[src/rtl/cell_bist_pkg.sv]
// Shared types and helpers for the cell-library BIST controller (stimulus LFSR + MISR).
package cell_bist_pkg;

   typedef enum logic [1:0] {
      ST_IDLE = 2'd0,
      ST_RUN  = 2'd1,
      ST_DONE = 2'd2
   } state_t;

   localparam logic [7:0] DEF_TAPS  = 8'hB8;
   localparam logic [7:0] DEF_MTAPS = 8'hB8;

   // One right-shifting Galois step; callers zero-extend to 32 bits and truncate the result.
   function automatic logic [31:0] galois_step(input logic [31:0] value, input logic [31:0] taps);
      return (value >> 1) ^ (value[0] ? taps : 32'd0);
   endfunction

endpackage

[src/rtl/cell_bist_lfsr.sv]
// Galois LFSR with parallel load and data injection; DIN=0 gives a plain LFSR, DIN=response gives a MISR.
module cell_bist_lfsr
   import cell_bist_pkg::*;
#(
   parameter int                 WIDTH = 8,
   parameter logic [WIDTH-1:0]   TAPS  = DEF_TAPS,
   parameter logic [WIDTH-1:0]   INIT  = '0
) (
   input  logic             C,
   input  logic             RN,
   input  logic             LOAD,
   input  logic [WIDTH-1:0] LOADV,
   input  logic             EN,
   input  logic [WIDTH-1:0] DIN,
   output logic [WIDTH-1:0] Q
);

   always_ff @(posedge C or negedge RN) begin
      if (!RN) begin
         Q <= INIT;
      end else if (LOAD) begin
         Q <= LOADV;
      end else if (EN) begin
         Q <= WIDTH'(galois_step(32'(Q), 32'(TAPS))) ^ DIN;
      end
   end

endmodule

[src/rtl/cell_bist_ctrl.sv]
// BIST controller: drives a mapped netlist with LFSR patterns and compacts its response into a MISR.
// Define CELL_BIST_SIG_OUT_EN to expose the live MISR value on output SIG.
module cell_bist_ctrl
   import cell_bist_pkg::*;
#(
   parameter int              W      = 8,
   parameter int              RW     = 8,
   parameter int              NPAT   = 255,
   parameter logic [W-1:0]    SEED   = 8'h01,
   parameter logic [W-1:0]    TAPS   = DEF_TAPS,
   parameter logic [RW-1:0]   MTAPS  = DEF_MTAPS,
   parameter logic [RW-1:0]   GOLDEN = 8'h00
) (
   input  logic          C,
   input  logic          RN,
   input  logic          START,
   input  logic [RW-1:0] RESP,
   output logic [W-1:0]  STIM,
   output logic          BUSY,
   output logic          DONE,
   output logic          PASS,
   output state_t        dbg_state
`ifdef CELL_BIST_SIG_OUT_EN
   ,
   output logic [RW-1:0] SIG
`endif
);

   localparam int            CW   = $clog2(NPAT + 1);
   localparam logic [CW-1:0] LAST = CW'(NPAT - 1);

   if (SEED == '0) begin : g_bad_seed
      $error("cell_bist_ctrl: SEED must be nonzero, a zero LFSR never advances");
   end

   state_t        state;
   logic [CW-1:0] count;
   logic [RW-1:0] misr_q;
   logic [RW-1:0] misr_next;
   logic          load;
   logic          adv;

   // START restarts from both IDLE and DONE; it is ignored while patterns are running.
   assign load      = START && (state != ST_RUN);
   assign adv       = (state == ST_RUN);
   assign misr_next = RW'(galois_step(32'(misr_q), 32'(MTAPS))) ^ RESP;
   assign dbg_state = state;

`ifdef CELL_BIST_SIG_OUT_EN
   assign SIG = misr_q;
`endif

   cell_bist_lfsr #(
      .WIDTH (W),
      .TAPS  (TAPS),
      .INIT  (SEED)
   ) u_stim (
      .C     (C),
      .RN    (RN),
      .LOAD  (load),
      .LOADV (SEED),
      .EN    (adv),
      .DIN   ('0),
      .Q     (STIM)
   );

   cell_bist_lfsr #(
      .WIDTH (RW),
      .TAPS  (MTAPS),
      .INIT  ('0)
   ) u_misr (
      .C     (C),
      .RN    (RN),
      .LOAD  (load),
      .LOADV ('0),
      .EN    (adv),
      .DIN   (RESP),
      .Q     (misr_q)
   );

   always_ff @(posedge C or negedge RN) begin
      if (!RN) begin
         state <= ST_IDLE;
         count <= '0;
         BUSY  <= 1'b0;
         DONE  <= 1'b0;
         PASS  <= 1'b0;
      end else begin
         case (state)
            ST_IDLE: begin
               if (START) begin
                  state <= ST_RUN;
                  count <= '0;
                  BUSY  <= 1'b1;
               end
            end
            ST_RUN: begin
               count <= count + 1'b1;
               if (count == LAST) begin
                  state <= ST_DONE;
                  BUSY  <= 1'b0;
                  DONE  <= 1'b1;
                  PASS  <= (misr_next == GOLDEN);
               end
            end
            ST_DONE: begin
               if (START) begin
                  state <= ST_RUN;
                  count <= '0;
                  BUSY  <= 1'b1;
                  DONE  <= 1'b0;
                  PASS  <= 1'b0;
               end
            end
            default: begin
               state <= ST_IDLE;
               BUSY  <= 1'b0;
               DONE  <= 1'b0;
               PASS  <= 1'b0;
            end
         endcase
      end
   end

endmodule
[config.mk]
export PLATFORM = sky130hd
export DESIGN_NAME = cell_bist_ctrl
export DESIGN_NICKNAME = d
export VERILOG_FILES = /design/src/rtl/cell_bist_pkg.sv /design/src/rtl/cell_bist_lfsr.sv /design/src/rtl/cell_bist_ctrl.sv
export SDC_FILE = /design/constraint.sdc
export NUM_CORES = 1
export LEC_CHECK = 0
export ABC_CLOCK_PERIOD_IN_PS = 1300
export BUFFER_PORTS_ARGS = -buffer_cell sky130_fd_sc_hd__buf_4
export CAP_MARGIN = 15
export CORE_MARGIN = 4
export CORE_UTILIZATION = 35
export CTS_CLUSTER_DIAMETER = 50
export DETAILED_ROUTE_END_ITERATION = 8
export PLACE_DENSITY_LB_ADDON = 0.3
export REMOVE_ABC_BUFFERS = 1
export SLEW_MARGIN = 5
export SYNTH_ARGS = -nofsm -noshare
export SYNTH_HDL_FRONTEND = slang
export SYNTH_SLANG_ARGS = --single-unit
export TNS_END_PERCENT = 5
[constraint.sdc]
create_clock -name C -period 1.3 [get_ports C]
set_clock_uncertainty 0.05 [all_clocks]
set_input_delay 0.26 -clock C [delete_from_list [all_inputs] [get_ports C]]
set_output_delay 0.26 -clock C [all_outputs]
set_load 0.1 [all_outputs]
-- After elaboration in Yosys (flattened, before gate mapping)
Index checks and enable logic that the tools add are counted.
- register bits after elaboration: 29
- input bits: 11
- output and inout port bits: 13
- logic and storage cells: 47
- add/sub/neg operators: 1
- equality and inequality tests: 7
- multiplexer cells: 19
- bitwise gates (word level): 4
- reduce and logical (&&, ||, !) cells: 9
- operator list (cell ; number):
    two-way mux 8 bit ; 7
    case mux 8 bit (2 select lines) ; 1
    XOR 7 x 8 -> 8 bit ; 2
    adder 8 x 1 -> 8 bit, second input constant ; 1
    == test 8 bit, second input constant ; 1
    logical NOT 8 bit ; 1
    XOR 8 bit ; 1
    inequality test 2 x 1 -> 1 bit, second input constant ; 3
    case mux 1 bit (3 select lines) ; 2
    two-way mux 1 bit ; 5
    two-way mux 2 bit ; 2
    case mux 2 bit (2 select lines) ; 1
    AND reduction 2 bit ; 2
    nonzero test 2 bit ; 2
    AND reduction 3 bit ; 1
    == test 2 x 1 -> 1 bit, second input constant ; 1
    == test 2 bit, second input constant ; 1
    logical NOT 2 bit ; 1
    inequality test 2 bit, second input constant ; 1
    case mux 1 bit (2 select lines) ; 1
    OR reduction 2 bit ; 1
    logical AND 1 bit ; 1
    NOT 1 bit ; 1

-- Depth between registers and ports, before layout
Gate-level depths: netlist (run 1).
- depth in word-level cells: 6
- mapped depth: 6
- depth with buffers taken out: 6

-- By module
A second synthesis (run 1) with hierarchy kept.
- cells, all modules: 185
- area total of the unflattened synthesis: 1744.2 µm²
- modules (own cells, without submodules) (module ; instances ; cells an instance ; area an instance (µm²) ; sequential area each (µm²)):
    cell_bist_ctrl ; 1 ; 85 ; 779.5 ; 325.3
    cell_bist_lfsr at u_stim ; 1 ; 50 ; 483.0 ; 201.4
    cell_bist_lfsr at u_misr ; 1 ; 50 ; 481.7 ; 200.2

-- Worst setup path after synthesis (run 1)
Ideal clock, no wire load.
- kind: reg2reg
- start point: reg state[0] (netlist: dbg_state[0])
- end point: reg count[5]
- setup time: 129 ps
- arrival time: 1672 ps
- data required time: 1121 ps
- path slack: -551 ps
- stages on the path, launching flop included: 6
- buffers on the path: 1
- period minus slack after synthesis: 1851 ps
- cell sequence: dfrtp_1 > nand2b_2 > buf_6 > a211oi_2 > xnor2_1 > nor2_1
- word-level cells in the longest chain between the ends: 4
- elaborated cells between the ends (all ways): 8
- those cells by class: eq/ne: 3; mux: 1; reduce/logical: 4
- ends and longest elaborated chain (what ; line ; source):
    start: declaration ; cell_bist_ctrl.sv:36 ; state_t state;
    start signal: assignment ; cell_bist_ctrl.sv:83 ; state <= ST_IDLE;
    start signal: assignment ; cell_bist_ctrl.sv:92 ; state <= ST_RUN;
    start signal: assignment ; cell_bist_ctrl.sv:100 ; state <= ST_DONE;
    == test 2 bit / logical NOT 2 bit (equally long branches) ; cell_bist_ctrl.sv:89 ; case (state)
    OR reduction 2 bit (no line) ; n/a ;
    inequality test 2 x 1 -> 1 bit (no line) / nonzero test 2 bit (equally long branches) ; n/a ;
    AND reduction 2 bit (no line) ; n/a ;
    end signal: assignment ; cell_bist_ctrl.sv:98 ; count <= count + 1'b1;
    end: declaration ; cell_bist_ctrl.sv:37 ; logic [CW-1:0] count;
Parallel ways exist; a longest one is shown, timed or not.
A chain may end at the register's enable or synchronous reset.

-- Worst setup path in the final report (run 1)
- start point: reg u_stim.Q[0]
- end point: out STIM[0]
- RTL lines (what ; line ; source):
    start: declaration ; cell_bist_lfsr.sv:15 ; output logic [WIDTH-1:0] Q
    start signal: assignment ; cell_bist_lfsr.sv:24 ; Q <= WIDTH'(galois_step(32'(Q), 32'(TAPS))) ^ DIN;
    end: declaration ; cell_bist_ctrl.sv:18 ; output logic [W-1:0] STIM,
No word-level cell between the ends.

==> flow_metrics.tcl, run 1 <==
set metrics [dict create \
    outcome "finished with violations" \
    failed_checks "setup timing" \
    finalSetupTns_ns -0.0551 \
    clock.fmax_ghz 0.748 \
    cts.sinks 29 \
    maxSlewHeadroom_pct 74.9 \
    min_period_ns 1.34 \
    nFillCells 367 \
    layout_setup_ws_ns -0.0378 \
    cts_buffer_depth 2 \
    min_period_over_period_pct 103 \
    core_area_um2 4000 \
    final_common_cell "nand2_1" \
    grt_pass1_vias 1205 \
    htree_levels 2 \
    swShare_pct 46.1 \
    critical_path.max_fanout 2 \
    power.density_nw_per_um2 2480 \
    routed_wl_mm 3.23 \
    path_buf_inv 1 \
    cts_buffers 5 \
    endpoint_kind "output port" \
    p_seq_share_pct 32.4 \
    grt_pass1_wl_mm 5.68 \
    wire_per_inst_um 13.5 \
    yosysSeqAreaShare_pct 50.1 \
    regArea_um2 729 \
    grtUsageTotal_pct 14.1 \
    die_h_um 72.4 \
    place_ws_ns -0.0278 \
    switching_power_mw 2.27 \
    grt_overflow 0 \
    clock_latency_ns 0.29 \
    boundaryPins 24 \
    final_util_pct 49.7 \
    arrival_ns 1.03 \
    multi_input_area_um2 716 \
    power.share.combinational_pct 50.6 \
    antenna_left 0 \
    worstPathCellList "buf_12" \
    portBuffers 23 \
    mostFrequentLayoutCells "27 x nand2_1, 26 x dfrtp_1, 26 x buf_4, 15 x xnor2_1, 15 x nand3b_1" \
    slew_violations 0 \
    synth-seq-cells 29 \
    finalHoldViolations 0 \
    p_leak_nw 0.891 \
    crit_path_top_delay_cell "dfstp_2" \
    grt_start_max_net_pins 30 \
    ir_worst_vdd_v 0.00200 \
    crit_required_ns 0.99 \
    drc 0 \
    tightest_slew_ns 0.376 \
    crit_path_max_incr_delay_ns 0.56 \
    netlist_instances 149 \
    gp_congestion 0.812 \
    diodes 0 \
    met3_usage_pct 4.16 \
    fin_nets 201 \
    yosys_warnings 0 \
    maxCapViolCount 0 \
    clkTransAtPathRegs_ns 0.06 \
    placementRows 23 \
    cts-root-buf "clkbuf_8" \
    internal-power_mw 2.66 \
    start_kind "register" \
    vias 1161 \
    grt_most_used_layer "met2" \
    viasPerCell 4.86 \
    first_iter_violations 41 \
    initial_core_util_pct 36.3 \
    die_area_um2 5240 \
    rsz0062_at_grt "yes" \
    place_hpwl_mm 2.22 \
    syn_area_um2 1450 \
    critical_path_class "reg2out" \
    power_frac_clock_pct 16.9 \
    critical-path-top-delay-family "flip-flops" \
    setup-violations-final 2 \
    syn_avg_cell_area_um2 9.74 \
    die_x_um 72.4 \
    use_met1_pct 17.8 \
    syn_to_final_growth_pct 37.1 \
    antenna_found_initial 0 \
    ys_types 28 \
    final_layout_size_suffix_gt1_share_pct 32.3 \
    hold_path.class "in2reg" \
    power_mw 4.93 \
    firstDrtPassIters 4 \
    grt_use_met2_pct 21.3 \
    tritoncts "built" \
]
[cell type report]
class | instances | area share (%)
Clock inverter | 1 | 0.252
Clock buffer | 7 | 4.84
Inverter | 2 | 0.377
Timing Repair Buffer | 40 | 18.7
Tap cell | 50 | 3.14
Sequential cell | 29 | 36.7
Multi-Input combinational cell | 110 | 36.0
[cells in the mapped netlist (all sizes together)]
cell type | count | area, µm²
nor2 | 10 | 37.5
nand2b | 3 | 21.3
xor2 | 5 | 43.8
and3 | 1 | 6.26
nand3b | 15 | 113
nand3 | 2 | 10.0
dfrtp | 28 | 701
nor2b | 1 | 6.26
nand2 | 27 | 101
dfstp | 1 | 26.3
o21ba | 1 | 10.0
clkbuf | 5 | 18.8
a211oi | 2 | 25.0
and2b | 1 | 7.51
a41oi | 1 | 8.76
buf | 3 | 21.3
inv | 2 | 7.51
nor3 | 1 | 5.00
ha | 2 | 25.0
nand4 | 4 | 25.0
nor4 | 1 | 6.26
o22a | 1 | 8.76
xnor2 | 15 | 131
o21ai | 14 | 70.1
a21oi | 3 | 15.0
[registers in the layout (all words and copies together) (netlist names)]
signal / count
DONE: 1
u_stim.Q: 8
count: 8
PASS: 1
BUSY: 1
u_misr.Q: 8
dbg_state: 2
[repair_timing]
item                       in CTS  in global routing
resized for setup              13                 18
hold endpoints to repair       28                  0
setup buffers                   0                  0
hold buffers                    1                  0
setup endpoints to repair       9                 22
pin swaps                       0                  1
[path summary, 6_finish.rpt]
path                             startpoint           to  slack [ns]  cells after the start
worst min register to register         BUSY         BUSY        0.48                      1
worst max-delay path            u_stim.Q[0]      STIM[0]       -0.04                      1
min in group asynchronous                RN     count[5]        0.39                      2
worst min-delay path                RESP[7]  u_misr.Q[7]        0.22                      3
worst max register to register     count[0]         PASS        0.01                      6
max in group asynchronous                RN  u_stim.Q[0]        0.50                      2
[power groups by stage]
stage                     combinational, mW  clock, mW  sequential, mW
after global routing                   2.67      0.911            1.66
final                                  2.50      0.835            1.60
after floorplan                       0.736          0            2.51
after global placement                 2.35          0            1.56
after CTS                              2.45      0.853            1.58
after detailed placement               2.36          0            1.57
[cells by family (layout without fill, tap and decap cells)]
logic type	after synthesis	count (layout)	synth area share (%)
AOI/OAI and AO/OA	22	22	9.48
xor gates and xnor gates	20	20	12.1
adders and majority gates	2	2	1.72
buffers and inverters	10	50	3.28
DFF	29	29	50.1
and+or+nand+nor	66	66	23.4
[stage by stage]
step                hold WS, ns  instances  cell area (µm²)
detailed placement        0.158        230             1770
CTS                       0.216        239             1920
finish                    0.219        239             1990
floorplan               -0.0856        141             1410
global route              0.241        239             1990
global placement          0.154        230             1770
[per-layer routing]
| metal | share of wire, % | vias up | wire length, µm |
|---|---|---|---|
| met4 | 2.4 | 0 | 79 |
| met1 | 45 | 553 | 1470 |
| li1 | - | 575 | - |
| met2 | 48 | 25 | 1540 |
| met3 | 4.5 | 8 | 145 |
| met5 | 0 | - | 0 |
No activity file was read; power rests on OpenSTA's default activity.
==> run 2: changes to the inputs <==
--- a/config.mk
+++ b/config.mk
@@ -13,7 +13,7 @@
 export CTS_CLUSTER_DIAMETER = 50
 export DETAILED_ROUTE_END_ITERATION = 8
 export PLACE_DENSITY_LB_ADDON = 0.3
-export REMOVE_ABC_BUFFERS = 1
+export SETUP_SLACK_MARGIN = 0.15
 export SLEW_MARGIN = 5
 export SYNTH_ARGS = -nofsm -noshare
 export SYNTH_HDL_FRONTEND = slang
==> flow_metrics.tcl, run 2 (synthesis gave the netlist of run 1 again) <==
set metrics [dict create \
    initial_core_util_pct 36.3 \
    tritoncts "built" \
    grt_overflow 0 \
    min_period_ns 1.38 \
    arrival_ns 1.07 \
    wire_per_inst_um 14.2 \
    placementRows 23 \
    rr_worst_depth 6 \
    nFillCells 361 \
    vias 1187 \
    r2r-end "PASS" \
    final_layout_size_suffix_gt1_share_pct 34.9 \
    hold_start "RESP[1]" \
    mostFrequentLayoutCells "25 x nand2_1, 24 x buf_4, 23 x dfrtp_1, 15 x xnor2_1, 15 x nand3b_1" \
    outcome "finished with violations" \
    wl_met3_um 174 \
    diodes 0 \
    die_x_um 72.4 \
    regToRegStartpoint "count[0]" \
    fin_nets 204 \
    htree_levels 2 \
    final_util_pct 52.9 \
    worstHoldPathCells 4 \
    clock.fmax_ghz 0.723 \
    routed_wl_mm 3.44 \
    clock_latency_ns 0.28 \
    crit_path_top_delay_cell "dfrtp_4" \
    hold_end "u_misr.Q[1]" \
    tightest_slew_ns 0.379 \
    first_iter_violations 62 \
    drc 0 \
    crit_path_max_incr_delay_ns 0.49 \
    crit_required_ns 0.99 \
    place_hpwl_mm 2.37 \
    cts_buffers 5 \
    grt_pass1_vias 1270 \
    syn_to_final_growth_pct 45.7 \
    setup-violations-final 4 \
    critical_path_class "reg2out" \
    cts-root-buf "clkbuf_8" \
    portBuffers 23 \
    critical-path-top-delay-family "flip-flops" \
    firstDrtPassIters 4 \
    place_ws_ns -0.0216 \
    cts.sinks 29 \
    top_layer "met4" \
    endpoint_kind "output port" \
    rrSetupSlack_ns -0.01 \
    start_kind "register" \
    cts_buffer_depth 2 \
    clkTransAtPathRegs_ns 0.07 \
    ir_worst_vdd_v 0.00216 \
    placed_cell_area_um2 1790 \
    fin_area_um2 2110 \
    final_cells 242 \
    wl_met1_mm 1.61 \
    critical_path.max_fanout 4 \
    gp_congestion 0.819 \
    boundaryPins 24 \
    die_area_um2 5240 \
    power.density_nw_per_um2 2460 \
    core_area_um2 4000 \
    hold_path.class "in2reg" \
    final_common_cell "nand2_1" \
    numPlacedInstances 232 \
    die_h_um 72.4 \
    worstPathCellList "buf_6 -> buf_12" \
    finalHoldViolations 0 \
    maxSlewHeadroom_pct 74.7 \
    critPathLaunch "dbg_state[0]" \
    slew_violations 0 \
    maxCapViolCount 0 \
    top_regs "count: 8 flops, u_misr.Q: 8 flops, u_stim.Q: 8 flops" \
    wl_met2_mm 1.60 \
    min_period_over_period_pct 106 \
    syn_nets 162 \
    grt_pass1_wl_mm 6.11 \
    failed_checks "setup timing" \
    layout_setup_ws_ns -0.0822 \
    p_leak_nw 0.924 \
    grt_start_max_net_pins 30 \
    grtUsageTotal_pct 15.3 \
    path_buf_inv 2 \
    antenna_found_initial 0 \
    rsz0062_at_grt "yes" \
    viasPerCell 4.90 \
    antenna_left 0 \
]
run 2: layout make-up:
class | count | area, µm² | share of cell area (%)
sequential | 29 | 738 | 34.9
inverter | 2 | 7.51 | 0.355
clock buffer | 6 | 72.6 | 3.43
tap | 50 | 62.6 | 2.96
timing repair buffer | 43 | 515 | 24.4
clock inverter | 2 | 10.0 | 0.473
multi-input combinational | 110 | 708 | 33.5
run 2: how the worst max path moves through the flow:
stage / end / slack (ns) / depth (start not counted)
finish: dbg_state[0] / -0.08 / 2
CTS: dbg_state[0] / -0.09 / 2
global route: PASS / -0.12 / 6
floorplan: count[7] / -0.18 / 5
global placement: count[5] / 0.01 / 4
detailed placement: DONE / -0.02 / 6
run 2: tightest hold or removal path, cell delays in order:
cell	delay, ns
buf_4	0.09
xor2_1	0.07
nand2_1	0.06
nand2_1	0.05
run 2: repair_timing:
| item | 4_1_cts | 5_1_grt |
|---|---|---|
| endpoints found under the setup margin | 42 | 42 |
| gates resized for setup | 62 | 5 |
| endpoints found under the hold margin | 28 | 0 |
| pin swaps | 19 | 10 |
| hold buffers | 1 | 0 |
| buffers inserted | 1 | 0 |
run 2: routing by layer:
layer  vias to the layer above  track usage, %
li1                        583               -
met1                       574            20.2
met2                        23            23.2
met3                         7            4.99
met4                         0            6.15
met5                         -               0
run 2: power by group:
group	switching (mW)	internal, mW	leakage [nW]	total [mW]
registers	0.355	1.28	0.350	1.64
clock network	0.366	0.370	0.0450	0.737
logic	1.64	1.18	0.529	2.82
total	2.36	2.83	0.924	5.19
run 2: through the flow:
stage | setup TNS (ns) | hold WS [ns] | power, mW
6_report | -0.189 | 0.224 | 5.19
5_1_grt | -0.712 | 0.221 | 5.50
4_1_cts | -0.209 | 0.214 | 5.21
3_5_place_dp | -0.0566 | 0.160 | 3.99
3_3_place_gp | 0 | 0.153 | 3.94
2_1_floorplan | -2.29 | -0.0856 | 3.28
==> run 3: changes to the inputs <==
--- a/config.mk
+++ b/config.mk
@@ -13,6 +13,7 @@
 export CTS_CLUSTER_DIAMETER = 50
 export DETAILED_ROUTE_END_ITERATION = 8
 export PLACE_DENSITY_LB_ADDON = 0.3
+export REMOVE_ABC_BUFFERS = 1
 export SETUP_SLACK_MARGIN = 0.15
 export SLEW_MARGIN = 5
 export SYNTH_ARGS = -nofsm -noshare
==> flow_metrics.tcl, run 3 (synthesis gave the netlist of run 1 again) <==
set metrics [dict create \
    critical_path_class "reg2out" \
    maxCapViolCount 0 \
    cts.sinks 29 \
    first_iter_violations 47 \
    grt_overflow 0 \
    diodes 0 \
    firstDrtPassIters 4 \
    place_hpwl_mm 2.22 \
    antenna_found_initial 0 \
    slew_violations 0 \
    critical_path.max_fanout 2 \
    layout_setup_ws_ns -0.0288 \
    drc 0 \
    final_cells 239 \
    path_buf_inv 1 \
    postCtsSetupBuffers 0 \
    crit_path_top_delay_cell "dfstp_2" \
    fin_area_um2 2200 \
    rrSetupSlack_ns -0.02 \
    start_kind "register" \
    tightest_slew_ns 0.384 \
    worstPathCellList "buf_12" \
    crit_path_max_incr_delay_ns 0.56 \
    arrival_ns 1.02 \
    final_common_cell "dfrtp_1" \
    r2r-end "PASS" \
    die_x_um 72.4 \
    p_leak_nw 0.960 \
    rsz0062_at_grt "yes" \
    min_period_over_period_pct 102 \
    outcome "finished with violations" \
    final_layout_size_suffix_gt1_share_pct 42.9 \
    grt_most_used_layer "met2" \
    min_period_ns 1.33 \
    routed_wl_mm 3.39 \
    finalSetupTns_ns -0.0771 \
    boundaryPins 24 \
    placed_cell_area_um2 1770 \
    final_util_pct 55.0 \
    top_regs "count: 8 flops, u_misr.Q: 8 flops, u_stim.Q: 8 flops" \
    hold_path.class "in2reg" \
    clock_latency_ns 0.29 \
    power.density_nw_per_um2 2500 \
    portBuffers 23 \
    grt_pass1_wl_mm 5.77 \
    use_met1_pct 17.9 \
    placementRows 23 \
    endpoint_kind "output port" \
    die_area_um2 5240 \
    critPathLaunch "u_stim.Q[0]" \
    failed_checks "setup timing" \
    grt_pass1_vias 1221 \
    rr_worst_depth 6 \
    vias 1150 \
    maxSlewHeadroom_pct 74.4 \
    grt_start_max_net_pins 30 \
    htree_levels 2 \
    grtUsageTotal_pct 14.3 \
    wire_per_inst_um 14.2 \
    critPathCapture "STIM[0]" \
    regToRegStartpoint "count[0]" \
    setup-violations-final 3 \
    clkTransAtPathRegs_ns 0.06 \
    cts_buffers 5 \
    core_area_um2 4000 \
    clock.fmax_ghz 0.753 \
    power_mw 5.51 \
    cts_buffer_depth 2 \
    crit_cells 1 \
    ir_worst_vdd_v 0.00188 \
    initial_core_util_pct 36.3 \
    numPlacedInstances 230 \
    die_h_um 72.4 \
    viasPerCell 4.81 \
    critical-path-top-delay-family "flip-flops" \
    mostFrequentLayoutCells "24 x dfrtp_1, 22 x buf_4, 17 x nand2_1, 15 x nand3b_1, 13 x buf_12" \
    grt_use_met2_pct 21.9 \
    cts-root-buf "clkbuf_8" \
    gp_congestion 0.812 \
    antenna_left 0 \
    syn_to_final_growth_pct 51.5 \
    crit_required_ns 0.99 \
    met3_usage_pct 4.29 \
    fin_nets 201 \
    tritoncts "built" \
    finalHoldViolations 0 \
]
==> run 3: cell count changes in the layout (fill, tap and decap cells not counted), sizes merged <==
cell | before | now
clkinv | 2 | 1
buf | 42 | 39
clkbuf | 6 | 7
==> run 3: metal layers <==
metal / wire (µm) / part of all wire (%) / up-vias
li1: - / - / 573
met1: 1510 / 45 / 551
met2: 1660 / 49 / 18
met3: 137 / 4.0 / 8
met4: 79 / 2.3 / 0
met5: 0 / 0 / -
==> run 3: worst min-delay path by stage <==
stage | depth (start not counted) | start | slack (ns) | endpoint
after global placement | 1 | RN | 0.15 | count[5]
final | 3 | RESP[7] | 0.22 | u_misr.Q[7]
after global routing | 3 | RESP[7] | 0.24 | u_misr.Q[7]
after detailed placement | 1 | RN | 0.16 | count[3]
after floorplan | 0 | RN | -0.09 | BUSY
after CTS | 3 | RESP[7] | 0.22 | u_misr.Q[7]
==> run 3: layout make-up <==
cell class	count	area, µm²
Clock buffer	7	96.3
Clock inverter	1	5.00
Fill cell	341	1800
Inverter	2	7.51
Multi-Input combinational cell	110	807
Sequential cell	29	732
Tap cell	50	62.6
Timing Repair Buffer	40	488
==> run 3: tightest hold or removal path: cells and delay by family <==
kind,cells,cell delay (ns)
AO/OA/AOI/OAI,1,0.06
XOR/XNOR,1,0.10
buffers and inverters,1,0.10
==> run 3: metrics by stage <==
step,setup slack (ns),hold WS (ns)
2_1_floorplan,-0.807,-0.0856
4_1_cts,-0.0426,0.216
5_1_grt,-0.115,0.241
3_5_place_dp,-0.0278,0.158
3_3_place_gp,0.0184,0.154
6_report,-0.0288,0.220
==> run 3: timing repair <==
| action | 4_1_cts | 5_1_grt |
|---|---|---|
| endpoints found under the hold margin | 28 | 0 |
| gates resized for setup | 46 | 40 |
| pin swaps | 3 | 13 |
| setup endpoints to repair | 38 | 42 |
| hold buffers | 1 | 0 |
==> run 3: power by group <==
part	total, mW	switching (mW)	internal (mW)
sequential	1.68	0.396	1.28
clock	0.834	0.356	0.478
combinational	3.00	1.71	1.28
